<file path="src/rtl/pc_redirect_arbiter_if.sv">
// Redirect bus between the requesters / pipeline control and the PC arbiter.
interface pc_redirect_arbiter_if #(
  parameter int NUM_REQ = 4
);
  logic                    stall;
  logic [NUM_REQ-1:0]      req_valid;
  logic [NUM_REQ*32-1:0]   req_target;
  logic [NUM_REQ-1:0]      req_ready;
  logic [4:0]              Selector;
  logic [31:0]             in_pc;
  logic                    flush;
  logic                    busy;

  // Requester / pipeline side.
  modport master (
    output stall, req_valid, req_target,
    input  req_ready, Selector, in_pc, flush, busy
  );

  // Arbiter side.
  modport slave (
    input  stall, req_valid, req_target,
    output req_ready, Selector, in_pc, flush, busy
  );
endinterface

</file>
<file path="src/rtl/pc_redirect_arbiter.sv">
// Fixed-priority redirect arbiter and PC sequencer for pc_control.
// Index 0 wins; it alone may preempt an ongoing flush window.

// One requester slot: granted when enabled, valid and no higher-priority
// requester is pending.
module pc_redirect_lane (
  input  logic valid,
  input  logic hi,
  input  logic en,
  output logic ready
);
  assign ready = en & valid & ~hi;
endmodule

module pc_redirect_arbiter #(
  parameter int          NUM_REQ      = 4,
  parameter int          FLUSH_CYCLES = 2,
  parameter logic [31:0] RESET_VECTOR = 32'h0000_0000
) (
  input  logic                  clk,
  input  logic                  rst,
  pc_redirect_arbiter_if.slave  bus
);
  localparam logic [4:0] SEL_HOLD = 5'd0;
  localparam logic [4:0] SEL_INC  = 5'd1;
  localparam logic [4:0] SEL_LOAD = 5'd2;

  typedef enum logic [1:0] {BOOT, RUN, FLUSH} state_t;

  state_t                  state, state_n;
  logic [3:0]              cnt, cnt_n;
  logic [4:0]              sel, sel_n;
  logic [31:0]             pc, pc_n;
  logic                    fl, fl_n;

  logic [NUM_REQ-1:0][31:0] tgt;
  logic [NUM_REQ-1:0]       hi;
  logic [NUM_REQ-1:0]       ready;
  logic                     run_en, pre_en, accept;
  logic [31:0]              acc_target;

  assign tgt    = bus.req_target;
  // Normal grants need RUN and no stall; index 0 may also cut into FLUSH.
  assign run_en = (state == RUN) & ~bus.stall;
  assign pre_en = (state == FLUSH);

  genvar i;
  generate
    for (i = 0; i < NUM_REQ; i++) begin : g_lane
      if (i == 0) begin : g_top
        assign hi[i] = 1'b0;
        pc_redirect_lane u_lane (
          .valid (bus.req_valid[i]),
          .hi    (hi[i]),
          .en    (run_en | pre_en),
          .ready (ready[i])
        );
      end else begin : g_rest
        assign hi[i] = hi[i-1] | bus.req_valid[i-1];
        pc_redirect_lane u_lane (
          .valid (bus.req_valid[i]),
          .hi    (hi[i]),
          .en    (run_en),
          .ready (ready[i])
        );
      end
    end
  endgenerate

  assign bus.req_ready = ready;
  assign accept        = |(bus.req_valid & ready);

  // Target of the (at most one) granted requester.
  always_comb begin
    acc_target = '0;
    for (int k = 0; k < NUM_REQ; k++)
      if (ready[k]) acc_target = tgt[k];
  end

  // Next-state and registered-output logic.
  always_comb begin
    state_n = state;
    cnt_n   = cnt;
    sel_n   = sel;
    pc_n    = pc;
    fl_n    = fl;
    case (state)
      BOOT: begin
        sel_n   = SEL_LOAD;
        pc_n    = RESET_VECTOR;
        state_n = RUN;
      end
      RUN, FLUSH: begin
        if (accept) begin
          sel_n   = SEL_LOAD;
          pc_n    = acc_target;
          fl_n    = 1'b1;
          cnt_n   = 4'(FLUSH_CYCLES);
          state_n = FLUSH;
        end else if (state == RUN) begin
          sel_n = bus.stall ? SEL_HOLD : SEL_INC;
        end else begin
          // Window counts down even while stalled.
          cnt_n = cnt - 4'd1;
          if (cnt == 4'd1) begin
            state_n = RUN;
            fl_n    = 1'b0;
            sel_n   = bus.stall ? SEL_HOLD : SEL_INC;
          end else begin
            sel_n = SEL_HOLD;
          end
        end
      end
      default: state_n = BOOT;
    endcase
  end

  // State and output registers; reset abandons any redirect in flight.
  always_ff @(posedge clk or posedge rst) begin
    if (rst) begin
      state <= BOOT;
      cnt   <= 4'd0;
      sel   <= SEL_HOLD;
      pc    <= 32'd0;
      fl    <= 1'b0;
    end else begin
      state <= state_n;
      cnt   <= cnt_n;
      sel   <= sel_n;
      pc    <= pc_n;
      fl    <= fl_n;
    end
  end

  assign bus.Selector = sel;
  assign bus.in_pc    = pc;
  assign bus.flush    = fl;
  assign bus.busy     = (state != RUN);
endmodule

</file>
<file path="src/flat_wrapper.sv">
// flat-port wrapper written by rule: the top's interface ports become plain ports
module pc_redirect_arbiter_flat 
#(
  parameter int          NUM_REQ      = 4,
  parameter int          FLUSH_CYCLES = 2,
  parameter logic [31:0] RESET_VECTOR = 32'h0000_0000
)
  (clk, rst, bus_stall, bus_req_valid, bus_req_target, bus_req_ready, bus_Selector, bus_in_pc, bus_flush, bus_busy);
  pc_redirect_arbiter_if #(.NUM_REQ(NUM_REQ)) bus_i ();
  input  logic clk;
  input  logic rst;
  input wire logic [$bits(bus_i.stall)-1:0] bus_stall;
  input wire logic [$bits(bus_i.req_valid)-1:0] bus_req_valid;
  input wire logic [$bits(bus_i.req_target)-1:0] bus_req_target;
  output wire logic [$bits(bus_i.req_ready)-1:0] bus_req_ready;
  output wire logic [$bits(bus_i.Selector)-1:0] bus_Selector;
  output wire logic [$bits(bus_i.in_pc)-1:0] bus_in_pc;
  output wire logic [$bits(bus_i.flush)-1:0] bus_flush;
  output wire logic [$bits(bus_i.busy)-1:0] bus_busy;
  assign bus_i.stall = bus_stall;
  assign bus_i.req_valid = bus_req_valid;
  assign bus_i.req_target = bus_req_target;
  assign bus_req_ready = bus_i.req_ready;
  assign bus_Selector = bus_i.Selector;
  assign bus_in_pc = bus_i.in_pc;
  assign bus_flush = bus_i.flush;
  assign bus_busy = bus_i.busy;
  pc_redirect_arbiter #(.NUM_REQ(NUM_REQ), .FLUSH_CYCLES(FLUSH_CYCLES), .RESET_VECTOR(RESET_VECTOR)) u_core (.clk(clk), .rst(rst), .bus(bus_i));
endmodule
</file>
<file path="config.mk">
export PLATFORM = sky130hd
export DESIGN_NAME = pc_redirect_arbiter_flat
export DESIGN_NICKNAME = d
export VERILOG_FILES = /design/src/rtl/pc_redirect_arbiter_if.sv /design/src/rtl/pc_redirect_arbiter.sv /design/src/flat_wrapper.sv
export SDC_FILE = /design/constraint.sdc
export NUM_CORES = 1
export LEC_CHECK = 0
export CAP_MARGIN = 20
export CORE_UTILIZATION = 39
export CTS_CLUSTER_SIZE = 20
export DETAILED_ROUTE_END_ITERATION = 10
export PLACE_DENSITY = 0.89
export SLEW_MARGIN = 20
export SYNTH_ARGS = -nofsm -noshare
export SYNTH_HDL_FRONTEND = slang
export SYNTH_SLANG_ARGS = --single-unit
</file>
<file path="constraint.sdc">
create_clock -name clk -period 5.7 [get_ports clk]
set_input_delay 0.855 -clock clk [delete_from_list [all_inputs] [get_ports clk]]
set_output_delay 0.855 -clock clk [all_outputs]
set_load 0.05 [all_outputs]
</file>
==> impl_metrics.py, run 1 <==
metrics = {
    "route": {
        "drt-initial-drc-count": 182,
        "avgViaCountPerCell": 5.76,
        "drt-total-wl_um": 9120,
        "wl_per_cell_um": 17.5,
        "vias": 3006,
        "drc": 9,
        "drtAntennaViolNets": 0,
        "drtPass1Iterations": 7,
    },
    "critical_path": {
        "r2r-end": "u_core.bus.in_pc[24]",
        "critical_path.max_fanout": 6,
        "crit_required_ps": 4850,
        "crit_type": "input port to output port",
        "slowest_delay_ps": 800,
        "cp-start-kind": "input port",
        "slowest_stage": "clkdlybuf4s50_1",
        "cp-end-kind": "output port",
        "r2r-start": "u_core.state[1]",
        "path_buf_inv": 2,
        "worstPathArrival_ps": 3030,
        "crit_family": "buffers and inverters",
        "regToRegSetupSlack_ps": 3120,
        "ff2ff_path_depth": 6,
        "crit_path_cell_trace": "clkdlybuf4s50_1 -> nor4b_2 -> and2_1 -> clkdlybuf4s50_1",
        "crit_top_cell": "clkdlybuf4s50_1",
    },
    "grt": {
        "grtUsageTotal": 0.256,
        "grt_pass1_vias": 3172,
        "antenna_found_initial": 0,
        "grt_pass1_wl_um": 14400,
        "grt_max_degree": 64,
        "grt-ovfl-total": 0,
    },
    "sta": {
        "finalCriticalPeriod_ps": 3890,
        "slew_headroom": 0.375,
        "slew_violations": 0,
        "tns_ps": 0,
        "hold_viol": 0,
        "rsz0062_at_grt": "false",
        "finalSetupViolCount": 0,
        "skew_ps": 6.67,
        "fin_crit_sh": 0.682,
        "fmax_mhz": 257,
        "worst_slew_pin_slew_ps": 936,
    },
    "final_layout": {
        "postLayoutCoreUtil": 0.694,
        "layout.nets": 586,
        "fill_cells": 521,
        "drive_gt1_frac": 0.0539,
        "regArea_um2": 1030,
        "diodes": 0,
        "syn_to_final_growth_pct": 68.2,
        "fin_area_um2": 4480,
        "multi_input_area_um2": 1460,
    },
    "yosys": {
        "synth_area_per_cell_um2": 9.19,
        "ys_seq_area_frac": 0.385,
        "synth_edf_count": 0,
        "synthArstFlopShare": 1.00,
        "synth_xor_area_frac": 0.00658,
        "synth_mux_area_frac": 0.00845,
        "ys_seq_elements": 41,
        "netlist_instances": 290,
        "yosysWarnings": 0,
        "synth_top_family_by_area": "compound AO/OA/AOI/OAI gates",
        "synth.distinct_cells": 37,
        "synthSimpleGateAreaFrac": 0.203,
        "syn_area_um2": 2660,
        "synth_flop_cell": "dfrtp_1",
        "yosys.area_share.adder": 0.0282,
        "synth_compound_area_frac": 0.286,
    },
    "place": {
        "gp_congestion": 0.773,
        "dp_hpwl_um": 6580,
        "io_buffers": 174,
        "place_area_um2": 4390,
    },
    "status": {
        "status": "complete, but fails checks",
        "failed_checks": "design-rule violations",
    },
    "power_and_ir_drop": {
        "p_per_area_nw_per_um2": 371,
        "ir_drop_uv": 195,
        "total_power_w": 0.00166,
        "p_leak_nw": 1.80,
    },
    "clock_network": {
        "cts_setup_buffers": 0,
        "clock_latency_ps": 280,
        "cts-root-buf": "clkbuf_8",
        "clkTransAtPathRegs_ps": 80,
        "cts_tree": "built",
        "cts.repair.resized": 0,
        "cts_buffer_depth": 2,
        "htreeDepth": 2,
        "postCtsHoldBufs": 0,
        "clock-sinks": 41,
        "cts_buffers": 5,
    },
    "die": {
        "io_pins": 178,
        "chipHeight_um": 84.6,
        "die_x_um": 84.6,
        "start_util": 0.412,
        "std_cell_rows": 29,
        "die_area_um2": 7160,
        "core_area_um2": 6460,
    },
    "worst_hold_path": {
        "whs_path_depth": 1,
        "worstHoldStart": "u_core.bus.flush",
        "min_to": "u_core.bus.flush",
        "hold_class": "flop to flop",
    },
    "run": {
        "drv_cap": 0,
    },
}
## stage by stage
step / hold WS (ps) / setup slack, ps / std cells
after floorplan: 497 / 3010 / 292
final: 489 / 1810 / 522
after global routing: 507 / 1760 / 522
after global placement: 464 / 1930 / 515
after CTS: 489 / 1850 / 522
after detailed placement: 470 / 1900 / 515
## cells by family after synthesis
family	Yosys count
AOI/OAI and AO/OA	79
and+or+nand+nor	117
DFF	41
other	1
buffers and inverters	42
adders and majority gates	6
xor gates and xnor gates	2
muxes	2
## state kept, by name, summed over array words and instances (netlist names)
name / cells
u_core.state: 2
u_core.bus.Selector: 2
u_core.bus.in_pc: 32
u_core.cnt: 4
u_core.bus.flush: 1
## cells in the mapped netlist, types with 2 or more instances
library cell,instances,area share
a21o_1,2,0.0056
a21oi_1,3,0.0056
a221o_1,32,0.12
a32o_1,32,0.12
and2_1,2,0.0047
buf_2,11,0.021
buf_4,12,0.034
clkbuf_1,9,0.013
dfrtp_1,41,0.39
ha_1,6,0.028
inv_1,9,0.013
mux2_2,2,0.0085
nand2_1,67,0.094
nand2b_1,4,0.0094
nand3_1,31,0.058
nor2_1,2,0.0028
nor2b_1,3,0.0070
nor3_1,2,0.0038
xor2_1,2,0.0066
## power by group
group,internal (W),switching [W]
registers,0.000382,0.0000537
clock network,0.0000962,0.0000948
logic,0.000398,0.000639
total,0.000876,0.000788
## cells in the final DEF, fill, tap and decap left out, types with 2 or more instances in the layout
master and instances:
ha_1 6, a21o_1 2, mux2_2 2, nand2_1 67
a21oi_1 3, nand2b_1 4, nor2_1 2, a221o_1 32
buf_4 5, xor2_1 2, and2_1 2, clkdlybuf4s50_1 174
inv_1 8, a32o_1 32, dfrtp_1 41, clkbuf_8 6
nand3_1 31, nor2b_1 2, nor3_1 2, conb_1 3
## layer usage
metal / track usage / wire, um / vias up
li1: - / - / 1394
met1: 0.287 / 3480 / 1453
met2: 0.475 / 4750 / 137
met3: 0.0452 / 619 / 22
met4: 0.109 / 266 / 0
met5: 0 / 0 / -
## area by class of cell
class / count / share of cell area
Inverter: 9 / 0.00754
Timing Repair Buffer: 179 / 0.397
Clock buffer: 7 / 0.0193
Multi-Input combinational cell: 209 / 0.326
Tap cell: 77 / 0.0215
Sequential cell: 41 / 0.229
## worst max path at each step
stage                startpoint                to  depth (start not counted)
2_1_floorplan         bus_stall  bus_req_ready[1]                          4
3_3_place_gp   bus_req_valid[0]  bus_req_ready[3]                          4
3_5_place_dp   bus_req_valid[0]  bus_req_ready[3]                          4
4_1_cts        bus_req_valid[0]  bus_req_ready[3]                          4
5_1_grt        bus_req_valid[0]  bus_req_ready[2]                          4
6_report       bus_req_valid[0]  bus_req_ready[3]                          4
(Power assumes the default switching activity.)
==> inputs of run 2 (changes only) <==
- CORE_UTILIZATION: 39 -> 33
- PLACE_DENSITY: 0.89 -> 0.8
- clock period: 5.7 -> 3.3 ns (I/O delays scaled with it)
==> run 2 against run 1 <==
The flow now finishes without violations. Utilization decreased by 10 points. Final cell count increased by 5.6%. Worst hold slack improved by 4.5 ps. Largest cell class unchanged. Critical path type is now flop to output port. Clock skew decreased by 2.0 ps. Routed wire length increased by 2.8%. Critical path depth increased by 2. Global-route usage decreased by 3.4 points. Final area increased by 2.3%.
==> impl_metrics.py, run 2 (same netlist as run 1, synthesis figures left out) <==
metrics = {
    "final_layout": {
        "syn_to_final_growth_pct": 72.1,
        "fin_cells": 551,
        "layout_commonest_cell": "clkdlybuf4s50_1",
        "diodes": 0,
        "layout.nets": 589,
        "fill_cells": 689,
        "final_cell_mix": "clkdlybuf4s50_1 (170), nand2_1 (67), dfrtp_1 (41)",
        "drive_gt1_frac": 0.0735,
        "largest_reg_flops": 32,
    },
    "power_and_ir_drop": {
        "p_leak_nw": 1.85,
        "p_per_area_nw_per_um2": 640,
        "p_int_w": 0.00155,
        "seqPwrFrac": 0.256,
        "switchingPower_w": 0.00138,
        "power_frac_comb": 0.616,
        "clkPwrFrac": 0.128,
        "power.share.switching": 0.471,
        "ir_drop_uv": 277,
    },
    "sta": {
        "tns_ps": 0,
        "slew_headroom": 0.369,
        "rsz0062_at_grt": "false",
        "fin_crit_sh": 0.772,
        "worst_slew_pin_slew_ps": 944,
        "skew_ps": 4.64,
        "hold_slack_ps": 493,
        "finalSetupViolCount": 0,
        "fmax_mhz": 393,
        "finalCriticalPeriod_ps": 2550,
        "slew_violations": 0,
        "hold_viol": 0,
    },
    "place": {
        "io_buffers": 174,
        "place_inst": 543,
        "gp_congestion": 0.771,
        "dp_hpwl_um": 6780,
    },
    "worst_hold_path": {
        "hold_class": "flop to flop",
        "worstHoldStart": "u_core.bus.in_pc[4]",
    },
    "critical_path": {
        "crit_start": "u_core.state[1]",
        "crit_required_ps": 2800,
        "r2r-end": "u_core.bus.in_pc[15]",
        "crit_path_cell_trace": "inv_1 -> ha_1 -> nand2b_1 -> a21boi_4 -> buf_4 -> buf_12",
        "cp-start-kind": "flop",
        "crit_path_end": "bus_req_ready[0]",
        "cp-end-kind": "output port",
        "slowest_delay_ps": 400,
        "regToRegSetupSlack_ps": 900,
        "crit_type": "flop to output port",
        "worstPathArrival_ps": 2050,
        "ff2ff_path_depth": 7,
        "slowest_stage": "dfrtp_1",
        "critical_path.max_fanout": 16,
        "r2r-start": "u_core.state[1]",
    },
    "clock_network": {
        "clock-sinks": 41,
        "clkTransAtPathRegs_ps": 80,
        "cts_buffer_depth": 2,
        "clock_latency_ps": 300,
        "postCtsHoldBufs": 0,
        "cts_setup_buffers": 0,
        "htreeDepth": 2,
        "cts-root-buf": "clkbuf_8",
        "cts_buffers": 5,
        "cts_tree": "built",
        "cts.repair.resized": 0,
    },
    "run": {
        "drv_cap": 0,
    },
    "grt": {
        "grt_pass1_vias": 3005,
        "grtUsageTotal": 0.222,
        "grt_pass1_wl_um": 14800,
        "grt_max_degree": 47,
        "antenna_found_initial": 0,
        "grt-ovfl-total": 0,
    },
    "status": {
        "status": "complete, no violations",
    },
    "route": {
        "drtAntennaViolNets": 0,
        "avgViaCountPerCell": 5.48,
        "drc": 0,
        "drt-initial-drc-count": 85,
        "drt-total-wl_um": 9370,
        "wl_per_cell_um": 17.0,
        "vias": 3018,
        "drtPass1Iterations": 4,
    },
    "die": {
        "start_util": 0.343,
        "core_area_um2": 7770,
        "die_area_um2": 8440,
        "die_x_um": 91.8,
        "chipHeight_um": 91.8,
        "io_pins": 178,
        "std_cell_rows": 32,
    },
}
[run 2: cell count changes in the layout (fill, tap and decap cells not counted), sizes merged]
| cell | previous run | this run |
|---|---|---|
| buf | 5 | 12 |
| clkdlybuf4s50 | 174 | 170 |
| clkinv | 0 | 1 |
[run 2: layout make-up]
cell class	instances	area, um^2	share of cell area
Multi-Input combinational cell	209	1450	0.317
Inverter	9	33.8	0.00737
Clock buffer	7	96.3	0.0210
Tap cell	102	128	0.0278
Clock inverter	1	5.00	0.00109
Timing Repair Buffer	182	1840	0.402
Sequential cell	41	1030	0.224
[run 2: layer usage]
| layer | wire [um] | track usage | up-vias |
|---|---|---|---|
| met2 | 4690 | 0.392 | 139 |
| met4 | 63 | 0.0404 | 0 |
| met1 | 3810 | 0.274 | 1472 |
| li1 | - | - | 1400 |
| met5 | 0 | 0 | - |
| met3 | 803 | 0.0556 | 7 |
[run 2: power by group through the flow]
stage               sequential (W)  clock [W]  combinational [W]
global placement          0.000752          0            0.00179
global route              0.000772   0.000405            0.00190
finish                    0.000752   0.000376            0.00181
CTS                       0.000752   0.000381            0.00181
floorplan                  0.00122          0           0.000699
detailed placement        0.000762          0            0.00181
[run 2: metrics by stage]
step           area [um^2]  power (W)  worst slack, ps   util
2_1_floorplan         2670    0.00192             1160      -
4_1_cts               4580    0.00295              741  0.590
3_5_place_dp          4480    0.00257              598  0.577
3_3_place_gp          4480    0.00255              660  0.577
5_1_grt               4580    0.00308              644  0.590
6_report              4580    0.00294              753  0.590
[run 2: worst min-delay path by stage]
stage / cells past startpoint / end
floorplan: 2 / u_core.cnt[3]
global placement: 1 / u_core.bus.flush
detailed placement: 2 / u_core.bus.Selector[0]
CTS: 1 / u_core.bus.in_pc[4]
global route: 1 / u_core.bus.in_pc[8]
finish: 1 / u_core.bus.in_pc[4]
[run 2: critical path, delay by kind of cell (launching register included)]
kind,cells,cell delay [ps]
fa+ha+maj,1,320
compound gates,1,220
simple gates,1,270
flops,1,400
buf+inv,3,530
==> inputs of run 3 (changes only) <==
- CORE_UTILIZATION: 33 -> 36
- PLACE_DENSITY: 0.8 -> 0.83
- clock period: 3.3 -> 2.35 ns (I/O delays scaled with it)
==> run 3 against run 2 <==
Critical path depth shrank 2. Global-route usage grew 1.7 points. Clock power grew 21%. Power grew 40%. Sequential power grew 41%. Final cell count grew 0.18%. Final area grew 2.0%. Utilization grew 8.0 points. First-iteration DRC count grew 79%. Sequential share of layout area shrank 0.44 points. Critical path type unchanged. Highest routed layer unchanged.
==> impl_metrics.py, run 3 (same netlist as run 1, synthesis figures left out) <==
metrics = {
    "status": {
        "status": "complete, no violations",
    },
    "critical_path": {
        "cp-start-kind": "flop",
        "crit_type": "flop to output port",
        "crit_required_ps": 2000,
        "critical_path.max_fanout": 8,
        "worstPathArrival_ps": 1920,
        "cp-end-kind": "output port",
    },
    "die": {
        "start_util": 0.382,
        "chipHeight_um": 88.0,
        "core_area_um2": 6980,
        "die_x_um": 88.0,
        "die_area_um2": 7750,
        "std_cell_rows": 30,
        "io_pins": 178,
    },
    "route": {
        "drtAntennaViolNets": 0,
        "avgViaCountPerCell": 5.46,
        "drtPass1Iterations": 4,
        "drt-initial-drc-count": 152,
        "wl_per_cell_um": 16.7,
        "vias": 3012,
        "drc": 0,
        "drt-total-wl_um": 9240,
    },
    "sta": {
        "slew_headroom": 0.382,
        "finalSetupViolCount": 0,
        "fmax_mhz": 440,
        "rsz0062_at_grt": "false",
        "finalCriticalPeriod_ps": 2270,
        "slew_violations": 0,
        "hold_slack_ps": 490,
        "worst_slew_pin_slew_ps": 925,
        "hold_viol": 0,
        "skew_ps": 5.30,
        "fin_crit_sh": 0.966,
        "tns_ps": 0,
    },
    "final_layout": {
        "diodes": 0,
        "largest_reg_flops": 32,
        "layout.nets": 596,
        "final_cell_mix": "clkdlybuf4s50_1 (170), nand2_1 (67), dfrtp_1 (41)",
        "drive_gt1_frac": 0.0899,
        "layout_commonest_cell": "clkdlybuf4s50_1",
        "fin_area_um2": 4680,
        "syn_to_final_growth_pct": 75.5,
    },
    "clock_network": {
        "clock_latency_ps": 290,
        "cts_buffers": 5,
        "cts_tree": "built",
        "cts_buffer_depth": 2,
        "clkTransAtPathRegs_ps": 80,
        "htreeDepth": 2,
        "cts_setup_buffers": 0,
        "cts-root-buf": "clkbuf_8",
        "clock-sinks": 41,
    },
    "power_and_ir_drop": {
        "p_leak_nw": 1.88,
        "ir_drop_uv": 401,
        "total_power_w": 0.00410,
        "p_per_area_nw_per_um2": 878,
    },
    "worst_hold_path": {
        "hold_class": "flop to flop",
    },
    "grt": {
        "grt_max_degree": 42,
        "grtUsageTotal": 0.239,
        "grt-ovfl-total": 0,
        "antenna_found_initial": 0,
        "grt_pass1_wl_um": 14200,
        "grt_pass1_vias": 3003,
    },
    "place": {
        "dp_hpwl_um": 6780,
        "gp_congestion": 0.857,
        "place_area_um2": 4580,
        "io_buffers": 174,
    },
    "run": {
        "drv_cap": 0,
    },
}
==> run 3: worst paths after layout <==
check / cells after the start / slack (ps) / to / startpoint
min in group asynchronous: 3 / 510 / u_core.bus.in_pc[13] / rst
min: 1 / 490 / u_core.bus.flush / u_core.bus.flush
max reg2reg: 6 / 170 / u_core.bus.in_pc[20] / u_core.state[0]
max in group asynchronous: 3 / 1480 / u_core.bus.in_pc[31] / rst
max: 4 / 80 / bus_busy / u_core.state[1]
min reg2reg: 1 / 490 / u_core.bus.flush / u_core.bus.flush
==> run 3: where the power goes <==
part,internal [W],switching [W]
Combinational,0.00103,0.00156
Sequential,0.000927,0.000135
Clock,0.000206,0.000249
Total,0.00216,0.00194
==> run 3: layout make-up <==
cell class | count | area (um^2)
timing repair buffer | 189 | 1940
tap | 96 | 120
sequential | 41 | 1030
clock buffer | 6 | 72.6
clock inverter | 2 | 10.0
inverter | 9 | 33.8
multi-input combinational | 209 | 1470
fill | 568 | 2310
==> run 3: through the flow <==
stage / setup WS [ps] / instances / util
after global placement: 22.7 / 544 / 0.656
final: 79.0 / 552 / 0.670
after global routing: 34.0 / 552 / 0.670
after floorplan: 353 / 292 / -
after CTS: 72.7 / 552 / 0.668
after detailed placement: -57.1 / 544 / 0.656
==> run 3: metal layers <==
layer	wire length [um]	vias to the layer above	part of all wire	GRT usage
li1	-	1411	-	-
met5	0	-	0	0
met2	4820	156	0.52	0.439
met1	3360	1429	0.36	0.264
met4	164	0	0.018	0.0880
met3	901	16	0.098	0.0631
==> run 3: critical path, stage by stage (launching register included) <==
cell and delay, ps:
dfrtp_1 400, inv_1 110, ha_4 200, inv_1 100, clkdlybuf4s50_1 810
==> run 3: what timing repair did <==
item	in CTS	in global routing
hold buffers	0	0
gates resized for setup	2	1
pin swaps	0	1
endpoints found under the setup margin	2	2
